`config.mk`:
```
export PLATFORM = sky130hd
export DESIGN_NAME = input_debouncer
export DESIGN_NICKNAME = d
export VERILOG_FILES = /design/src/rtl/input_debouncer_pkg.sv /design/src/rtl/input_debouncer_chan.sv /design/src/rtl/input_debouncer.sv
export SDC_FILE = /design/constraint.sdc
export NUM_CORES = 1
export LEC_CHECK = 0
export ABC_AREA = 0
export BUFFER_PORTS_ARGS = -buffer_cell sky130_fd_sc_hd__buf_2
export CAP_MARGIN = 20
export CORE_MARGIN = 10
export CORE_UTILIZATION = 62
export CTS_CLUSTER_SIZE = 40
export DETAILED_ROUTE_END_ITERATION = 6
export HOLD_SLACK_MARGIN = 0.1
export PLACE_DENSITY = 0.91
export SLEW_MARGIN = 20
export SYNTH_ARGS = -nofsm -noshare
export SYNTH_HDL_FRONTEND = slang
export SYNTH_SLANG_ARGS = --single-unit
```
`constraint.sdc`:
```
create_clock -name clk -period 2.8 [get_ports clk]
set_clock_uncertainty 0.2 [all_clocks]
set_input_delay 0.28 -clock clk [delete_from_list [all_inputs] [get_ports clk]]
set_output_delay 0.28 -clock clk [all_outputs]
set_load 0.005 [all_outputs]
```
`src/rtl/input_debouncer_pkg.sv`:
```
// Shared defaults for the input debouncer: channel count, debounce length
// and the width of the optional rise[0] event counter.
package input_debouncer_pkg;

    localparam int DEF_WIDTH           = 8;
    localparam int DEF_DEBOUNCE_CYCLES = 16;
    localparam int EVT_CNT_W           = 8;

    // Counter width able to hold the values 0..debounce_cycles
    function automatic int cnt_width(input int debounce_cycles);
        return $clog2(debounce_cycles + 1);
    endfunction

endpackage

```
`src/rtl/input_debouncer_chan.sv`:
```
// One debounce channel: two-flop synchronizer, agreement counter, debounced
// level and registered single-cycle rise/fall pulses.
module debounce_chan
    import input_debouncer_pkg::*;
#(
    parameter int DEBOUNCE_CYCLES = DEF_DEBOUNCE_CYCLES
) (
    input  logic clk,
    input  logic rst_n,
    input  logic ena,
    input  logic din,
    output logic dout,
    output logic rise,
    output logic fall
);

    localparam int              CW       = cnt_width(DEBOUNCE_CYCLES);
    localparam logic [CW-1:0]   CNT_LAST = CW'(DEBOUNCE_CYCLES - 1);

    logic          s1;
    logic          s2;
    logic [CW-1:0] cnt;

    always_ff @(posedge clk) begin
        if (!rst_n) begin
            s1   <= 1'b0;
            s2   <= 1'b0;
            dout <= 1'b0;
            rise <= 1'b0;
            fall <= 1'b0;
            cnt  <= '0;
        end else begin
            // The synchronizer keeps running while the debounce state is frozen
            s1   <= din;
            s2   <= s1;
            rise <= 1'b0;
            fall <= 1'b0;
            if (ena) begin
                if (s2 == dout) begin
                    cnt <= '0;
                end else if (cnt == CNT_LAST) begin
                    dout <= s2;
                    cnt  <= '0;
                    rise <= s2;
                    fall <= ~s2;
                end else begin
                    cnt <= cnt + 1'b1;
                end
            end
        end
    end

endmodule

```
`src/rtl/input_debouncer.sv`:
```
// WIDTH independent debounce channels; defining INPUT_DEBOUNCER_EVENT_CNT_EN
// adds cnt_clr / evt_cnt, a wrapping count of rise[0] pulses.
module input_debouncer
    import input_debouncer_pkg::*;
#(
    parameter int WIDTH           = DEF_WIDTH,
    parameter int DEBOUNCE_CYCLES = DEF_DEBOUNCE_CYCLES
) (
    input  logic                 clk,
    input  logic                 rst_n,
    input  logic                 ena,
    input  logic [WIDTH-1:0]     din,
    output logic [WIDTH-1:0]     dout,
    output logic [WIDTH-1:0]     rise,
    output logic [WIDTH-1:0]     fall
`ifdef INPUT_DEBOUNCER_EVENT_CNT_EN
    ,
    input  logic                 cnt_clr,
    output logic [EVT_CNT_W-1:0] evt_cnt
`endif
);

    for (genvar i = 0; i < WIDTH; i++) begin : g_chan
        debounce_chan #(
            .DEBOUNCE_CYCLES(DEBOUNCE_CYCLES)
        ) u_chan (
            .clk  (clk),
            .rst_n(rst_n),
            .ena  (ena),
            .din  (din[i]),
            .dout (dout[i]),
            .rise (rise[i]),
            .fall (fall[i])
        );
    end

`ifdef INPUT_DEBOUNCER_EVENT_CNT_EN
    // Clear wins over a coincident rise[0]; the count wraps naturally
    always_ff @(posedge clk) begin
        if (!rst_n) begin
            evt_cnt <= '0;
        end else if (cnt_clr) begin
            evt_cnt <= '0;
        end else if (rise[0]) begin
            evt_cnt <= evt_cnt + 1'b1;
        end
    end
`endif

endmodule
```
==> results of run 1 <==
-- flip-flops by register name, indices dropped and copies added, names as in the netlist --
| register | count |
|---|---|
| g_chan.u_chan.s2 | 8 |
| g_chan.u_chan.s1 | 8 |
| g_chan.u_chan.dout | 8 |
| g_chan.u_chan.cnt | 40 |
| g_chan.u_chan.fall | 8 |
| g_chan.u_chan.rise | 8 |
-- placed cells by master (no fill, tap or decap), drive strengths merged --
cell type	instances
nand2b	5
or4b	2
and2	17
nand4b	16
nor2b	10
nand3	25
dlygate4sd3	8
nand4	16
ha	8
bufinv	3
o2111ai	2
clkinvlp	1
a31oi	6
nor3b	7
o21ai	12
inv	12
xor2	10
nor2	12
clkinv	4
a21oi	42
nand2	39
o22ai	4
clkbuf	9
and3b	2
nor3	5
or3	9
buf	38
and4b	7
dfxtp	80
-- kinds of logic after synthesis --
group	after synthesis
AO/OA/AOI/OAI	66
XOR/XNOR	10
adder cells (fa/ha/maj)	8
buffers and inverters	53
flip-flops	80
AND/OR/NAND/NOR	172
-- per-layer routing --
metal / wire (um) / vias up
li1: - / 1380
met1: 3010 / 1281
met2: 3670 / 65
met3: 308 / 17
met4: 153 / 0
met5: 0 / -
-- critical path, cell delays in order (launching register included) --
cell                       delay (ps)
sky130_fd_sc_hd__dfxtp_1          390
sky130_fd_sc_hd__ha_1             240
sky130_fd_sc_hd__nand4b_1         260
sky130_fd_sc_hd__or3_1            380
sky130_fd_sc_hd__a21oi_1          120
-- report_power, final --
| group | switching [mW] | leakage, nW | total, mW | internal [mW] |
|---|---|---|---|---|
| clock | 0.426 | 0.119 | 1.02 | 0.593 |
| combinational | 0.0584 | 0.707 | 0.0914 | 0.0330 |
| sequential | 0.0100 | 0.648 | 1.16 | 1.15 |
| total | 0.494 | 1.47 | 2.27 | 1.78 |
-- area by class of cell --
type                    instances  area (um^2)
fillers                       379         1620
flip-flops and latches         80         1600
multi-input cells             256         1550
repair buffers                 46          280
clock buffers                   9          124
clock inverters                 7          120
well taps                      72         90.1
inverters                      13         48.8
-- stage by stage --
stage,cell area (um^2),util
6_report,3820,0.702
5_1_grt,3820,0.702
4_1_cts,3820,0.702
3_5_place_dp,3490,0.642
3_3_place_gp,3490,0.642
2_1_floorplan,3440,-
-- path summary, 6_finish.rpt --
| check | start | endpoint | cells after the start |
|---|---|---|---|
| worst max-delay path | g_chan[2].u_chan.cnt[0]$_SDFFE_PN0P_ | g_chan[2].u_chan.dout$_SDFFE_PN0P_ | 4 |
| worst max register to register | g_chan[2].u_chan.cnt[0]$_SDFFE_PN0P_ | g_chan[2].u_chan.dout$_SDFFE_PN0P_ | 4 |
| worst min-delay path | ena | g_chan[6].u_chan.cnt[1]$_SDFFE_PN0P_ | 4 |
| worst min register to register | g_chan[1].u_chan.cnt[4]$_SDFFE_PN0P_ | g_chan[1].u_chan.cnt[4]$_SDFFE_PN0P_ | 2 |
==> impl_metrics.xml, run 1 <==
<?xml version="1.0" encoding="UTF-8"?>
<metrics>
  <group name="worst_setup_path">
    <metric name="timing.critical_path.to_type" unit="">flop</metric>
    <metric name="critical_path.startpoint_type" unit="">flop</metric>
    <metric name="register_to_register_path_setup_slack" unit="ps">1120</metric>
    <metric name="worst-endpoint-required" unit="ps">2880</metric>
    <metric name="critPathArrivalTime" unit="ps">1760</metric>
    <metric name="crit_path_max_fanout" unit="">6</metric>
    <metric name="critical_path_class" unit="">reg2reg</metric>
  </group>
  <group name="floorplan">
    <metric name="effective_utilization_at_floorplan" unit="">0.633</metric>
    <metric name="floorplan.io_pins" unit="">35</metric>
    <metric name="die-area" unit="mm^2">0.00894</metric>
    <metric name="core_area" unit="mm^2">0.00544</metric>
    <metric name="floorplan.rows" unit="">27</metric>
    <metric name="floorplan.die.width" unit="um">94.5</metric>
    <metric name="fp.dieH" unit="um">94.5</metric>
  </group>
  <group name="drt">
    <metric name="wl_per_instance" unit="um">14.8</metric>
    <metric name="postRouteAntennaNets" unit="">0</metric>
    <metric name="route.detailed.drc" unit="">0</metric>
    <metric name="routed_via_density" unit="">5.68</metric>
    <metric name="detail_route.wirelength" unit="mm">7.15</metric>
    <metric name="first_pass_iters" unit="">4</metric>
    <metric name="via_count" unit="">2743</metric>
    <metric name="dr.first_iter.drc_count" unit="">237</metric>
  </group>
  <group name="synth">
    <metric name="synthXorXnorAreaFrac" unit="">0.0298</metric>
    <metric name="syn_avg_cell_area" unit="um^2">8.85</metric>
    <metric name="ys_dominant_reg_cell" unit="">sky130_fd_sc_hd__dfxtp_1</metric>
    <metric name="synth_cell_type_count" unit="">29</metric>
    <metric name="yosys.area_share.simple" unit="">0.290</metric>
    <metric name="synth_sequential_area_ratio" unit="">0.465</metric>
    <metric name="ys_seq_elements" unit="">80</metric>
    <metric name="synth_edf_count" unit="">0</metric>
    <metric name="synth_async_reset_ratio" unit="">0</metric>
    <metric name="synth.top_cell.area_share" unit="">0.465</metric>
    <metric name="synth.cell_area" unit="mm^2">0.00344</metric>
    <metric name="post-synth-top-count-cell" unit="">sky130_fd_sc_hd__dfxtp_1</metric>
    <metric name="combinational_family_with_the_most_area_after_synthesis" unit="">simple AND/OR/NAND/NOR gates</metric>
    <metric name="ys_warn_count" unit="">0</metric>
    <metric name="synth_compound_area_frac" unit="">0.102</metric>
    <metric name="synth_top_area_cell" unit="">sky130_fd_sc_hd__dfxtp_1</metric>
    <metric name="synthCells" unit="">389</metric>
    <metric name="synth_mux_area_frac" unit="">0</metric>
    <metric name="yosys.area_share.adder" unit="">0.0291</metric>
    <metric name="synth.net_count" unit="">408</metric>
    <metric name="ys_top_cells_by_area" unit="">sky130_fd_sc_hd__dfxtp_1, sky130_fd_sc_hd__a21oi_1, sky130_fd_sc_hd__buf_4</metric>
    <metric name="synth_common_cells" unit="">sky130_fd_sc_hd__dfxtp_1, sky130_fd_sc_hd__a21oi_1, sky130_fd_sc_hd__nand2_1</metric>
  </group>
  <group name="cells_and_area">
    <metric name="antenna_cells_inserted" unit="">0</metric>
    <metric name="final_layout_size_suffix_gt1_frac" unit="">0.136</metric>
    <metric name="final_cells" unit="">483</metric>
    <metric name="areaGrowthSynthToFinish" unit="%">10.8</metric>
    <metric name="num-nets-final" unit="">425</metric>
  </group>
  <group name="grt">
    <metric name="met2_usage" unit="">0.288</metric>
    <metric name="antenna_found_initial" unit="">0</metric>
    <metric name="grt_first_pass_wirelength" unit="mm">12.6</metric>
    <metric name="grt_most_used_layer" unit="">met2</metric>
    <metric name="first_global_vias" unit="">2664</metric>
    <metric name="grt_usage" unit="">0.174</metric>
    <metric name="met3_usage" unit="">0.0603</metric>
    <metric name="grt.met1_usage" unit="">0.200</metric>
    <metric name="overflow" unit="">0</metric>
    <metric name="grt_start_max_net_pins" unit="">41</metric>
  </group>
  <group name="timing">
    <metric name="setup_violations_final" unit="">0</metric>
    <metric name="final.hold.worst_slack" unit="ps">232</metric>
    <metric name="fin_crit_sh" unit="">0.599</metric>
    <metric name="finalCriticalPeriod" unit="ps">1680</metric>
    <metric name="final_critical_path_setup_slack" unit="ps">1120</metric>
    <metric name="setup_repair_after_global_routing_missed_its_margin" unit="">false</metric>
    <metric name="final_max_slew_viol_count" unit="">0</metric>
    <metric name="max_slew.worst_pin.slew" unit="ps">610</metric>
    <metric name="fin_tns_setup" unit="ps">0</metric>
    <metric name="finalHoldViolations" unit="">0</metric>
    <metric name="relSlewSlack" unit="">0.591</metric>
    <metric name="fmax" unit="MHz">596</metric>
  </group>
  <group name="cts">
    <metric name="tritoncts_clock_tree" unit="">yes</metric>
    <metric name="cts_inserted_buffers" unit="">9</metric>
    <metric name="clkSlewWorstSetupHoldPaths" unit="ps">80</metric>
    <metric name="post-cts-setup-buffer-count" unit="">0</metric>
    <metric name="cts_buffer_depth" unit="">2</metric>
    <metric name="worstSkewPairLatency" unit="ps">360</metric>
    <metric name="postCtsResizedCells" unit="">0</metric>
    <metric name="cts-root-buf" unit="">sky130_fd_sc_hd__clkbuf_8</metric>
    <metric name="hold_buffers" unit="">8</metric>
    <metric name="cts-htree-levels" unit="">3</metric>
    <metric name="numClockSinks" unit="">80</metric>
  </group>
  <group name="place">
    <metric name="gp_routability_congestion" unit="">0.811</metric>
    <metric name="pre_cts_slack" unit="ps">1010</metric>
    <metric name="placedCellCount" unit="">459</metric>
    <metric name="detailedPlacementHpwl" unit="mm">4.49</metric>
    <metric name="port_buffers" unit="">34</metric>
  </group>
  <group name="power">
    <metric name="total_power" unit="mW">2.27</metric>
    <metric name="powerDensity" unit="mW/mm^2">595</metric>
    <metric name="worst_ir_drop_vdd" unit="uV">418</metric>
    <metric name="total_leakage_power" unit="nW">1.47</metric>
  </group>
  <group name="run_status">
    <metric name="run_status" unit="">complete, no violations</metric>
  </group>
  <group name="flow_run">
    <metric name="timing.max_cap.violations" unit="">0</metric>
  </group>
  <group name="min_path">
    <metric name="worstHoldPathType" unit="">in2reg</metric>
  </group>
</metrics>
No activity file was read; power rests on OpenSTA's default activity.
==> inputs of run 2 (changes only) <==
- ABC_AREA: 0 -> 1
- CORE_UTILIZATION: 62 -> 58
- PLACE_DENSITY: 0.91 -> 0.87
- clock period: 2.8 -> 1.6 ns (I/O delays scaled with it)
==> run 2 against run 1 <==
Effect of this change:
- core utilization decreased by 1.2 points
- hold slack got worse by 15 ps
- sequential share of layout area decreased by 2.5 points
- routed wire length increased by 3.0%
- combinational power increased by 140%
- die area increased by 6.5%
- sequential power increased by 76%
- cell count increased by 17%
- flip-flop and latch count unchanged
- area after synthesis increased by 1.3%
==> impl_metrics.xml, run 2 <==
<?xml version="1.0" encoding="UTF-8"?>
<metrics>
  <group name="timing">
    <metric name="relSlewSlack" unit="">0.668</metric>
    <metric name="final_critical_path_setup_slack" unit="ps">67.4</metric>
    <metric name="finalHoldViolations" unit="">0</metric>
    <metric name="fin_tns_setup" unit="ps">0</metric>
    <metric name="fin_crit_sh" unit="">0.958</metric>
    <metric name="max_slew.worst_pin.slew" unit="ps">496</metric>
    <metric name="finalCriticalPeriod" unit="ps">1530</metric>
    <metric name="setup_repair_after_global_routing_missed_its_margin" unit="">false</metric>
    <metric name="final_max_slew_viol_count" unit="">0</metric>
    <metric name="setup_violations_final" unit="">0</metric>
    <metric name="final.hold.worst_slack" unit="ps">217</metric>
    <metric name="fmax" unit="MHz">652</metric>
  </group>
  <group name="cells_and_area">
    <metric name="most_common_library_cell_in_the_layout_ignoring_fill_and_taps" unit="">sky130_fd_sc_hd__nand2_1</metric>
    <metric name="fill_cells" unit="">481</metric>
    <metric name="top_register" unit="">g_chan.u_chan.cnt</metric>
    <metric name="num-nets-final" unit="">505</metric>
    <metric name="areaGrowthSynthToFinish" unit="%">16.4</metric>
    <metric name="final_cell_mix" unit="">sky130_fd_sc_hd__nand2_1, sky130_fd_sc_hd__dfxtp_1, sky130_fd_sc_hd__inv_1, sky130_fd_sc_hd__nand3_1, sky130_fd_sc_hd__buf_2</metric>
    <metric name="largest_register_ffs" unit="">40</metric>
    <metric name="antenna_cells_inserted" unit="">0</metric>
    <metric name="final_layout_size_suffix_gt1_frac" unit="">0.171</metric>
  </group>
  <group name="power">
    <metric name="switching_share" unit="">0.218</metric>
    <metric name="fraction_of_power_consumed_by_the_clock_network" unit="">0.441</metric>
    <metric name="proportion_of_power_drawn_by_flip_flops_and_latches" unit="">0.506</metric>
    <metric name="total_leakage_power" unit="nW">1.88</metric>
    <metric name="internal_power" unit="mW">3.15</metric>
    <metric name="powerDensity" unit="mW/mm^2">992</metric>
    <metric name="power.net_switching" unit="mW">0.879</metric>
    <metric name="logic_gate_share_of_total_power" unit="">0.054</metric>
    <metric name="worst_ir_drop_vdd" unit="uV">768</metric>
  </group>
  <group name="synth">
    <metric name="ys_dominant_reg_cell" unit="">sky130_fd_sc_hd__dfxtp_1</metric>
    <metric name="synth.cell_area" unit="mm^2">0.00349</metric>
    <metric name="synthCells" unit="">447</metric>
    <metric name="synth.net_count" unit="">466</metric>
    <metric name="ys_seq_elements" unit="">80</metric>
    <metric name="combinational_family_with_the_most_area_after_synthesis" unit="">simple AND/OR/NAND/NOR gates</metric>
    <metric name="post-synth-top-count-cell" unit="">sky130_fd_sc_hd__nand2_1</metric>
    <metric name="synth_async_reset_ratio" unit="">0</metric>
    <metric name="syn_avg_cell_area" unit="um^2">7.80</metric>
    <metric name="synth_mux_area_frac" unit="">0</metric>
    <metric name="yosys.area_share.simple" unit="">0.279</metric>
    <metric name="synthXorXnorAreaFrac" unit="">0</metric>
    <metric name="ys_warn_count" unit="">0</metric>
    <metric name="ys_top_cells_by_area" unit="">sky130_fd_sc_hd__dfxtp_1, sky130_fd_sc_hd__nand2_1, sky130_fd_sc_hd__inv_1</metric>
    <metric name="synth_cell_type_count" unit="">22</metric>
    <metric name="yosys.area_share.adder" unit="">0.0287</metric>
    <metric name="synth_sequential_area_ratio" unit="">0.459</metric>
    <metric name="synth.top_cell.area_share" unit="">0.459</metric>
    <metric name="synth_top_area_cell" unit="">sky130_fd_sc_hd__dfxtp_1</metric>
    <metric name="synth_compound_area_frac" unit="">0.0947</metric>
    <metric name="synth_edf_count" unit="">0</metric>
    <metric name="synth_common_cells" unit="">sky130_fd_sc_hd__nand2_1, sky130_fd_sc_hd__dfxtp_1, sky130_fd_sc_hd__inv_1</metric>
  </group>
  <group name="floorplan">
    <metric name="die-area" unit="mm^2">0.00952</metric>
    <metric name="effective_utilization_at_floorplan" unit="">0.593</metric>
    <metric name="core_area" unit="mm^2">0.00589</metric>
    <metric name="floorplan.io_pins" unit="">35</metric>
    <metric name="floorplan.rows" unit="">28</metric>
    <metric name="floorplan.die.width" unit="um">97.6</metric>
    <metric name="fp.dieH" unit="um">97.6</metric>
  </group>
  <group name="drt">
    <metric name="wl_per_instance" unit="um">13.0</metric>
    <metric name="first_pass_iters" unit="">4</metric>
    <metric name="route.detailed.drc" unit="">0</metric>
    <metric name="via_count" unit="">2922</metric>
    <metric name="detail_route.wirelength" unit="mm">7.36</metric>
    <metric name="dr.first_iter.drc_count" unit="">190</metric>
    <metric name="routed_via_density" unit="">5.16</metric>
    <metric name="postRouteAntennaNets" unit="">0</metric>
  </group>
  <group name="grt">
    <metric name="overflow" unit="">0</metric>
    <metric name="first_global_vias" unit="">2925</metric>
    <metric name="antenna_found_initial" unit="">0</metric>
    <metric name="grt_first_pass_wirelength" unit="mm">12.8</metric>
    <metric name="grt_usage" unit="">0.160</metric>
    <metric name="grt_start_max_net_pins" unit="">30</metric>
  </group>
  <group name="place">
    <metric name="pre_cts_slack" unit="ps">146</metric>
    <metric name="port_buffers" unit="">34</metric>
    <metric name="gp_routability_congestion" unit="">0.802</metric>
    <metric name="detailedPlacementHpwl" unit="mm">4.53</metric>
  </group>
  <group name="run_status">
    <metric name="run_status" unit="">complete, no violations</metric>
  </group>
  <group name="cts">
    <metric name="post-cts-setup-buffer-count" unit="">0</metric>
    <metric name="clkSlewWorstSetupHoldPaths" unit="ps">80</metric>
    <metric name="numClockSinks" unit="">80</metric>
    <metric name="tritoncts_clock_tree" unit="">yes</metric>
    <metric name="cts_inserted_buffers" unit="">9</metric>
    <metric name="worstSkewPairLatency" unit="ps">350</metric>
    <metric name="cts-htree-levels" unit="">3</metric>
    <metric name="cts-root-buf" unit="">sky130_fd_sc_hd__clkbuf_8</metric>
    <metric name="cts_buffer_depth" unit="">2</metric>
  </group>
  <group name="flow_run">
    <metric name="timing.max_cap.violations" unit="">0</metric>
  </group>
  <group name="worst_setup_path">
    <metric name="critical_path_class" unit="">in2reg</metric>
    <metric name="crit_path_max_fanout" unit="">10</metric>
    <metric name="critical_path.startpoint_type" unit="">primary input</metric>
    <metric name="worst-endpoint-required" unit="ps">1690</metric>
    <metric name="crit_chain" unit="">buf_2, buf_4, dlygate4sd3_1, o21ai_0, a21oi_1</metric>
    <metric name="cpMaxStageDelayCell" unit="">sky130_fd_sc_hd__dlygate4sd3_1</metric>
    <metric name="critPathArrivalTime" unit="ps">1620</metric>
    <metric name="worst_path_largest_cell_delay" unit="ps">850</metric>
    <metric name="timing.critical_path.to_type" unit="">flop</metric>
  </group>
  <group name="min_path">
    <metric name="worstHoldPathType" unit="">reg2reg</metric>
  </group>
</metrics>
run 2: path summary, 6_finish.rpt:
| kind | startpoint | end | slack [ps] | cells past startpoint |
|---|---|---|---|---|
| max | rst_n | g_chan[3].u_chan.cnt[2]$_SDFFE_PN0P_ | 70 | 5 |
| min reg2reg | g_chan[1].u_chan.s1$_SDFF_PN0_ | g_chan[1].u_chan.s2$_SDFF_PN0_ | 220 | 2 |
| max reg2reg | g_chan[4].u_chan.cnt[0]$_SDFFE_PN0P_ | g_chan[4].u_chan.cnt[0]$_SDFFE_PN0P_ | 120 | 5 |
| min | g_chan[1].u_chan.s1$_SDFF_PN0_ | g_chan[1].u_chan.s2$_SDFF_PN0_ | 220 | 2 |
run 2: power by group through the flow:
stage	sequential, mW	clock [mW]	combinational [mW]
2_1_floorplan	2.08	0	0.114
3_3_place_gp	2.08	0	0.149
3_5_place_dp	2.08	0	0.154
4_1_cts	2.04	1.82	0.211
5_1_grt	2.04	1.91	0.236
6_report	2.04	1.78	0.216
run 2: timing repair:
action,CTS,global route
gates resized for setup,0,3
hold endpoints to repair,31,0
hold buffers,26,0
setup endpoints to repair,0,5
run 2: cells by family after synthesis:
logic type / Yosys count
AND/OR/NAND/NOR: 208
AO/OA/AOI/OAI: 56
adder cells (fa/ha/maj): 8
buffers and inverters: 95
flip-flops: 80
run 2: layout make-up:
cell class | instances | area [um^2] | share of cell area
Sequential cell | 80 | 1600 | 0.394
Multi-Input combinational cell | 272 | 1410 | 0.347
Timing Repair Buffer | 65 | 495 | 0.122
Inverter | 58 | 218 | 0.0536
Clock buffer | 9 | 124 | 0.0305
Clock inverter | 7 | 119 | 0.0293
Tap cell | 75 | 93.8 | 0.0231
run 2: through the flow:
step,power (mW),cell area [um^2],std cells,util
2_1_floorplan,2.19,3490,447,-
3_3_place_gp,2.23,3550,524,0.603
5_1_grt,4.18,4060,566,0.690
3_5_place_dp,2.24,3550,524,0.603
6_report,4.03,4060,566,0.690
4_1_cts,4.07,4050,566,0.689
run 2: per-layer routing:
layer,GRT usage,up-vias,part of all wire
li1,-,1477,-
met1,0.175,1344,0.41
met2,0.268,89,0.49
met3,0.0640,12,0.084
met4,0.0671,0,0.017
met5,0,-,0
run 2: critical path, delay by kind of cell:
kind,cells,cell delay (ps)
buffers and inverters,3,1120
AO/OA/AOI/OAI,2,340
==> inputs of run 3 (changes only) <==
- HOLD_SLACK_MARGIN: 0.1 -> 0.15
- SYNTH_HIERARCHICAL: default -> 1
==> run 3 against run 2 <==
Effect of this change:
- setup slack improved by 18 ps
- cell count is 11% higher
- core utilization up 4.8 points
- largest power group unchanged
- area after synthesis shrank 1.0%
- critical endpoint is now g_chan[6].u_chan/dout$_SDFFE_PN0P_
- sequential power barely moved
- total power decreased by 7.0%
==> impl_metrics.xml, run 3 <==
<?xml version="1.0" encoding="UTF-8"?>
<metrics>
  <group name="worst_setup_path">
    <metric name="timing.critical_path.to_type" unit="">flop</metric>
    <metric name="critical_path.startpoint_type" unit="">primary input</metric>
    <metric name="rr_startpoint" unit="">g_chan[6].u_chan/cnt[0]$_SDFFE_PN0P_</metric>
    <metric name="worst_r2r_endpoint" unit="">g_chan[6].u_chan/cnt[0]$_SDFFE_PN0P_</metric>
    <metric name="critPathArrivalTime" unit="ps">1560</metric>
    <metric name="depth_of_the_most_critical_reg_to_reg_path" unit="">5</metric>
    <metric name="register_to_register_path_setup_slack" unit="ps">150</metric>
    <metric name="crit_path_max_fanout" unit="">32</metric>
    <metric name="critical_path_class" unit="">in2reg</metric>
    <metric name="worst-endpoint-required" unit="ps">1640</metric>
  </group>
  <group name="timing">
    <metric name="setup_repair_after_global_routing_missed_its_margin" unit="">false</metric>
    <metric name="fin_tns_setup" unit="ps">0</metric>
    <metric name="max_slew.worst_pin.slew" unit="ps">236</metric>
    <metric name="finalCriticalPeriod" unit="ps">1520</metric>
    <metric name="setup_violations_final" unit="">0</metric>
    <metric name="fin_crit_sh" unit="">0.947</metric>
    <metric name="final_max_slew_viol_count" unit="">0</metric>
    <metric name="finalHoldViolations" unit="">0</metric>
    <metric name="relSlewSlack" unit="">0.843</metric>
    <metric name="fmax" unit="MHz">660</metric>
  </group>
  <group name="grt">
    <metric name="grt_usage" unit="">0.164</metric>
    <metric name="grt_start_max_net_pins" unit="">33</metric>
    <metric name="grt_first_pass_wirelength" unit="mm">13.4</metric>
    <metric name="first_global_vias" unit="">3113</metric>
    <metric name="antenna_found_initial" unit="">0</metric>
    <metric name="overflow" unit="">0</metric>
  </group>
  <group name="synth">
    <metric name="synth_top_area_cell" unit="">sky130_fd_sc_hd__dfxtp_1</metric>
    <metric name="synth_async_reset_ratio" unit="">0</metric>
    <metric name="synth.top_cell.area_share" unit="">0.464</metric>
    <metric name="syn_avg_cell_area" unit="um^2">7.44</metric>
    <metric name="synth.net_count" unit="">483</metric>
    <metric name="synth_common_cells" unit="">sky130_fd_sc_hd__nand2_1, sky130_fd_sc_hd__dfxtp_1, sky130_fd_sc_hd__inv_1</metric>
    <metric name="synth_cell_type_count" unit="">15</metric>
    <metric name="yosys.area_share.adder" unit="">0.0290</metric>
    <metric name="combinational_family_with_the_most_area_after_synthesis" unit="">simple AND/OR/NAND/NOR gates</metric>
    <metric name="ys_seq_elements" unit="">80</metric>
    <metric name="ys_warn_count" unit="">6</metric>
    <metric name="synth_sequential_area_ratio" unit="">0.464</metric>
    <metric name="ys_top_cells_by_area" unit="">sky130_fd_sc_hd__dfxtp_1, sky130_fd_sc_hd__nand2_1, sky130_fd_sc_hd__inv_1</metric>
    <metric name="synth_compound_area_frac" unit="">0.0870</metric>
    <metric name="synthCells" unit="">464</metric>
    <metric name="yosys.area_share.simple" unit="">0.351</metric>
    <metric name="synth_mux_area_frac" unit="">0</metric>
    <metric name="synth_edf_count" unit="">0</metric>
    <metric name="ys_dominant_reg_cell" unit="">sky130_fd_sc_hd__dfxtp_1</metric>
    <metric name="synthXorXnorAreaFrac" unit="">0</metric>
    <metric name="post-synth-top-count-cell" unit="">sky130_fd_sc_hd__nand2_1</metric>
    <metric name="synth.cell_area" unit="mm^2">0.00345</metric>
  </group>
  <group name="power">
    <metric name="logic_gate_share_of_total_power" unit="">0.061</metric>
    <metric name="worst_ir_drop_vdd" unit="uV">564</metric>
    <metric name="total_leakage_power" unit="nW">1.95</metric>
    <metric name="internal_power" unit="mW">2.92</metric>
    <metric name="power.net_switching" unit="mW">0.825</metric>
    <metric name="switching_share" unit="">0.220</metric>
    <metric name="proportion_of_power_drawn_by_flip_flops_and_latches" unit="">0.544</metric>
    <metric name="fraction_of_power_consumed_by_the_clock_network" unit="">0.395</metric>
    <metric name="powerDensity" unit="mW/mm^2">868</metric>
  </group>
  <group name="drt">
    <metric name="dr.first_iter.drc_count" unit="">233</metric>
    <metric name="first_pass_iters" unit="">5</metric>
    <metric name="routed_via_density" unit="">5.17</metric>
    <metric name="wl_per_instance" unit="um">12.1</metric>
    <metric name="detail_route.wirelength" unit="mm">7.59</metric>
    <metric name="via_count" unit="">3235</metric>
    <metric name="route.detailed.drc" unit="">0</metric>
    <metric name="postRouteAntennaNets" unit="">0</metric>
  </group>
  <group name="cts">
    <metric name="worstSkewPairLatency" unit="ps">350</metric>
    <metric name="tritoncts_clock_tree" unit="">yes</metric>
    <metric name="cts_inserted_buffers" unit="">9</metric>
    <metric name="hold_buffers" unit="">35</metric>
    <metric name="postCtsResizedCells" unit="">0</metric>
    <metric name="cts-root-buf" unit="">sky130_fd_sc_hd__clkbuf_8</metric>
    <metric name="clkSlewWorstSetupHoldPaths" unit="ps">80</metric>
    <metric name="post-cts-setup-buffer-count" unit="">0</metric>
    <metric name="numClockSinks" unit="">80</metric>
    <metric name="cts_buffer_depth" unit="">2</metric>
    <metric name="cts-htree-levels" unit="">3</metric>
  </group>
  <group name="flow_run">
    <metric name="timing.max_cap.violations" unit="">0</metric>
  </group>
  <group name="place">
    <metric name="port_buffers" unit="">34</metric>
    <metric name="gp_routability_congestion" unit="">0.746</metric>
    <metric name="detailedPlacementHpwl" unit="mm">4.73</metric>
    <metric name="placedCellCount" unit="">575</metric>
  </group>
  <group name="cells_and_area">
    <metric name="num-nets-final" unit="">565</metric>
    <metric name="area.sequential" unit="mm^2">0.00160</metric>
    <metric name="most_common_library_cell_in_the_layout_ignoring_fill_and_taps" unit="">sky130_fd_sc_hd__nand2_1</metric>
    <metric name="antenna_cells_inserted" unit="">0</metric>
    <metric name="final_cells" unit="">626</metric>
    <metric name="final_layout_size_suffix_gt1_frac" unit="">0.194</metric>
    <metric name="largest_register_ffs" unit="">40</metric>
    <metric name="areaGrowthSynthToFinish" unit="%">25.0</metric>
    <metric name="final_cell_mix" unit="">sky130_fd_sc_hd__nand2_1, sky130_fd_sc_hd__dfxtp_1, sky130_fd_sc_hd__inv_1, sky130_fd_sc_hd__a21oi_1</metric>
    <metric name="top_register" unit="">g_chan.u_chan/cnt</metric>
    <metric name="multi_input_comb_area" unit="mm^2">0.00161</metric>
    <metric name="final_core_utilization" unit="">0.738</metric>
    <metric name="fill_cells" unit="">411</metric>
  </group>
  <group name="floorplan">
    <metric name="die-area" unit="mm^2">0.00944</metric>
    <metric name="core_area" unit="mm^2">0.00585</metric>
    <metric name="floorplan.die.width" unit="um">97.2</metric>
    <metric name="fp.dieH" unit="um">97.2</metric>
    <metric name="floorplan.rows" unit="">28</metric>
    <metric name="effective_utilization_at_floorplan" unit="">0.590</metric>
    <metric name="floorplan.io_pins" unit="">35</metric>
  </group>
  <group name="min_path">
    <metric name="timing.hold.worst.start" unit="">rst_n</metric>
    <metric name="holdPathStages" unit="">5</metric>
    <metric name="worstHoldPathType" unit="">in2reg</metric>
    <metric name="endpoint_of_the_worst_hold_timing_path" unit="">g_chan[5].u_chan/dout$_SDFFE_PN0P_</metric>
  </group>
  <group name="run_status">
    <metric name="run_status" unit="">complete, no violations</metric>
  </group>
</metrics>
==> run 3: cell types whose count changed after synthesis, moves of 6 or more <==
| cell | previous run | this run |
|---|---|---|
| sky130_fd_sc_hd__inv_2 | 2 | 8 |
| sky130_fd_sc_hd__nor2_1 | 8 | 32 |
| sky130_fd_sc_hd__nand2_1 | 127 | 152 |
| sky130_fd_sc_hd__nor2_2 | 8 | 16 |
| sky130_fd_sc_hd__buf_2 | 10 | 0 |
| sky130_fd_sc_hd__a21oi_2 | 8 | 0 |
| sky130_fd_sc_hd__nand4_1 | 16 | 8 |
| sky130_fd_sc_hd__nand3_1 | 36 | 16 |
| sky130_fd_sc_hd__nand3_2 | 0 | 16 |
| sky130_fd_sc_hd__nand2_2 | 1 | 8 |
| sky130_fd_sc_hd__a21oi_1 | 32 | 40 |
| sky130_fd_sc_hd__buf_4 | 24 | 0 |
==> run 3: per-stage QoR <==
stage / hold WS (ps) / total power [mW] / area (um^2) / setup WS [ps]
after global placement: 141 / 2.25 / 3760 / 256
final: 209 / 3.75 / 4320 / 85.0
after detailed placement: 147 / 2.25 / 3760 / 191
after CTS: 196 / 3.78 / 4320 / 112
after floorplan: 51.3 / 2.17 / 3450 / 292
after global routing: 211 / 3.89 / 4320 / 2.89
==> run 3: kinds of logic (layout without fill, tap and decap cells) <==
family / after synthesis / after routing
DFF: 80 / 80
adders and majority gates: 8 / 8
and+or+nand+nor: 256 / 256
AOI/OAI and AO/OA: 56 / 56
buffers and inverters: 64 / 151
==> run 3: final cells by class <==
cell class / instances / area share
Clock inverter: 3 / 0.00928
Sequential cell: 80 / 0.371
Multi-Input combinational cell: 320 / 0.373
Inverter: 64 / 0.0557
Timing Repair Buffer: 71 / 0.132
Clock buffer: 13 / 0.0368
Tap cell: 75 / 0.0217
==> run 3: power by group through the flow <==
| stage | registers, mW | logic, mW | clock network (mW) |
|---|---|---|---|
| floorplan | 2.08 | 0.0919 | 0 |
| global placement | 2.08 | 0.163 | 0 |
| detailed placement | 2.08 | 0.167 | 0 |
| CTS | 2.04 | 0.223 | 1.52 |
| global route | 2.04 | 0.254 | 1.59 |
| finish | 2.04 | 0.228 | 1.48 |
==> run 3: per-layer routing <==
metal | part of all wire | global-route usage
met1 | 0.42 | 0.177
met5 | 0 | 0
met2 | 0.51 | 0.286
met3 | 0.056 | 0.0477
met4 | 0.015 | 0.0806
==> run 3: worst max-delay path, stage by stage <==
cell and delay, ps:
sky130_fd_sc_hd__dlygate4sd3_1 510, sky130_fd_sc_hd__buf_2 120, sky130_fd_sc_hd__buf_12 200, sky130_fd_sc_hd__inv_1 130, sky130_fd_sc_hd__nor3_2 230, sky130_fd_sc_hd__nand2_1 80
sky130_fd_sc_hd__nand2_1 70, sky130_fd_sc_hd__nor2_1 40
==> run 3: worst max path at each step <==
| stage | from | to | slack [ps] | cells past startpoint |
|---|---|---|---|---|
| 3_5_place_dp | g_chan[6].u_chan/cnt[0]$_SDFFE_PN0P_ | g_chan[6].u_chan/cnt[0]$_SDFFE_PN0P_ | 190 | 5 |
| 3_3_place_gp | g_chan[5].u_chan/cnt[0]$_SDFFE_PN0P_ | g_chan[5].u_chan/cnt[0]$_SDFFE_PN0P_ | 260 | 5 |
| 2_1_floorplan | g_chan[0].u_chan/cnt[0]$_SDFFE_PN0P_ | g_chan[0].u_chan/cnt[0]$_SDFFE_PN0P_ | 290 | 5 |
| 5_1_grt | ena | g_chan[7].u_chan/dout$_SDFFE_PN0P_ | 3 | 8 |
| 4_1_cts | ena | g_chan[6].u_chan/dout$_SDFFE_PN0P_ | 110 | 8 |
| 6_report | ena | g_chan[6].u_chan/dout$_SDFFE_PN0P_ | 80 | 8 |
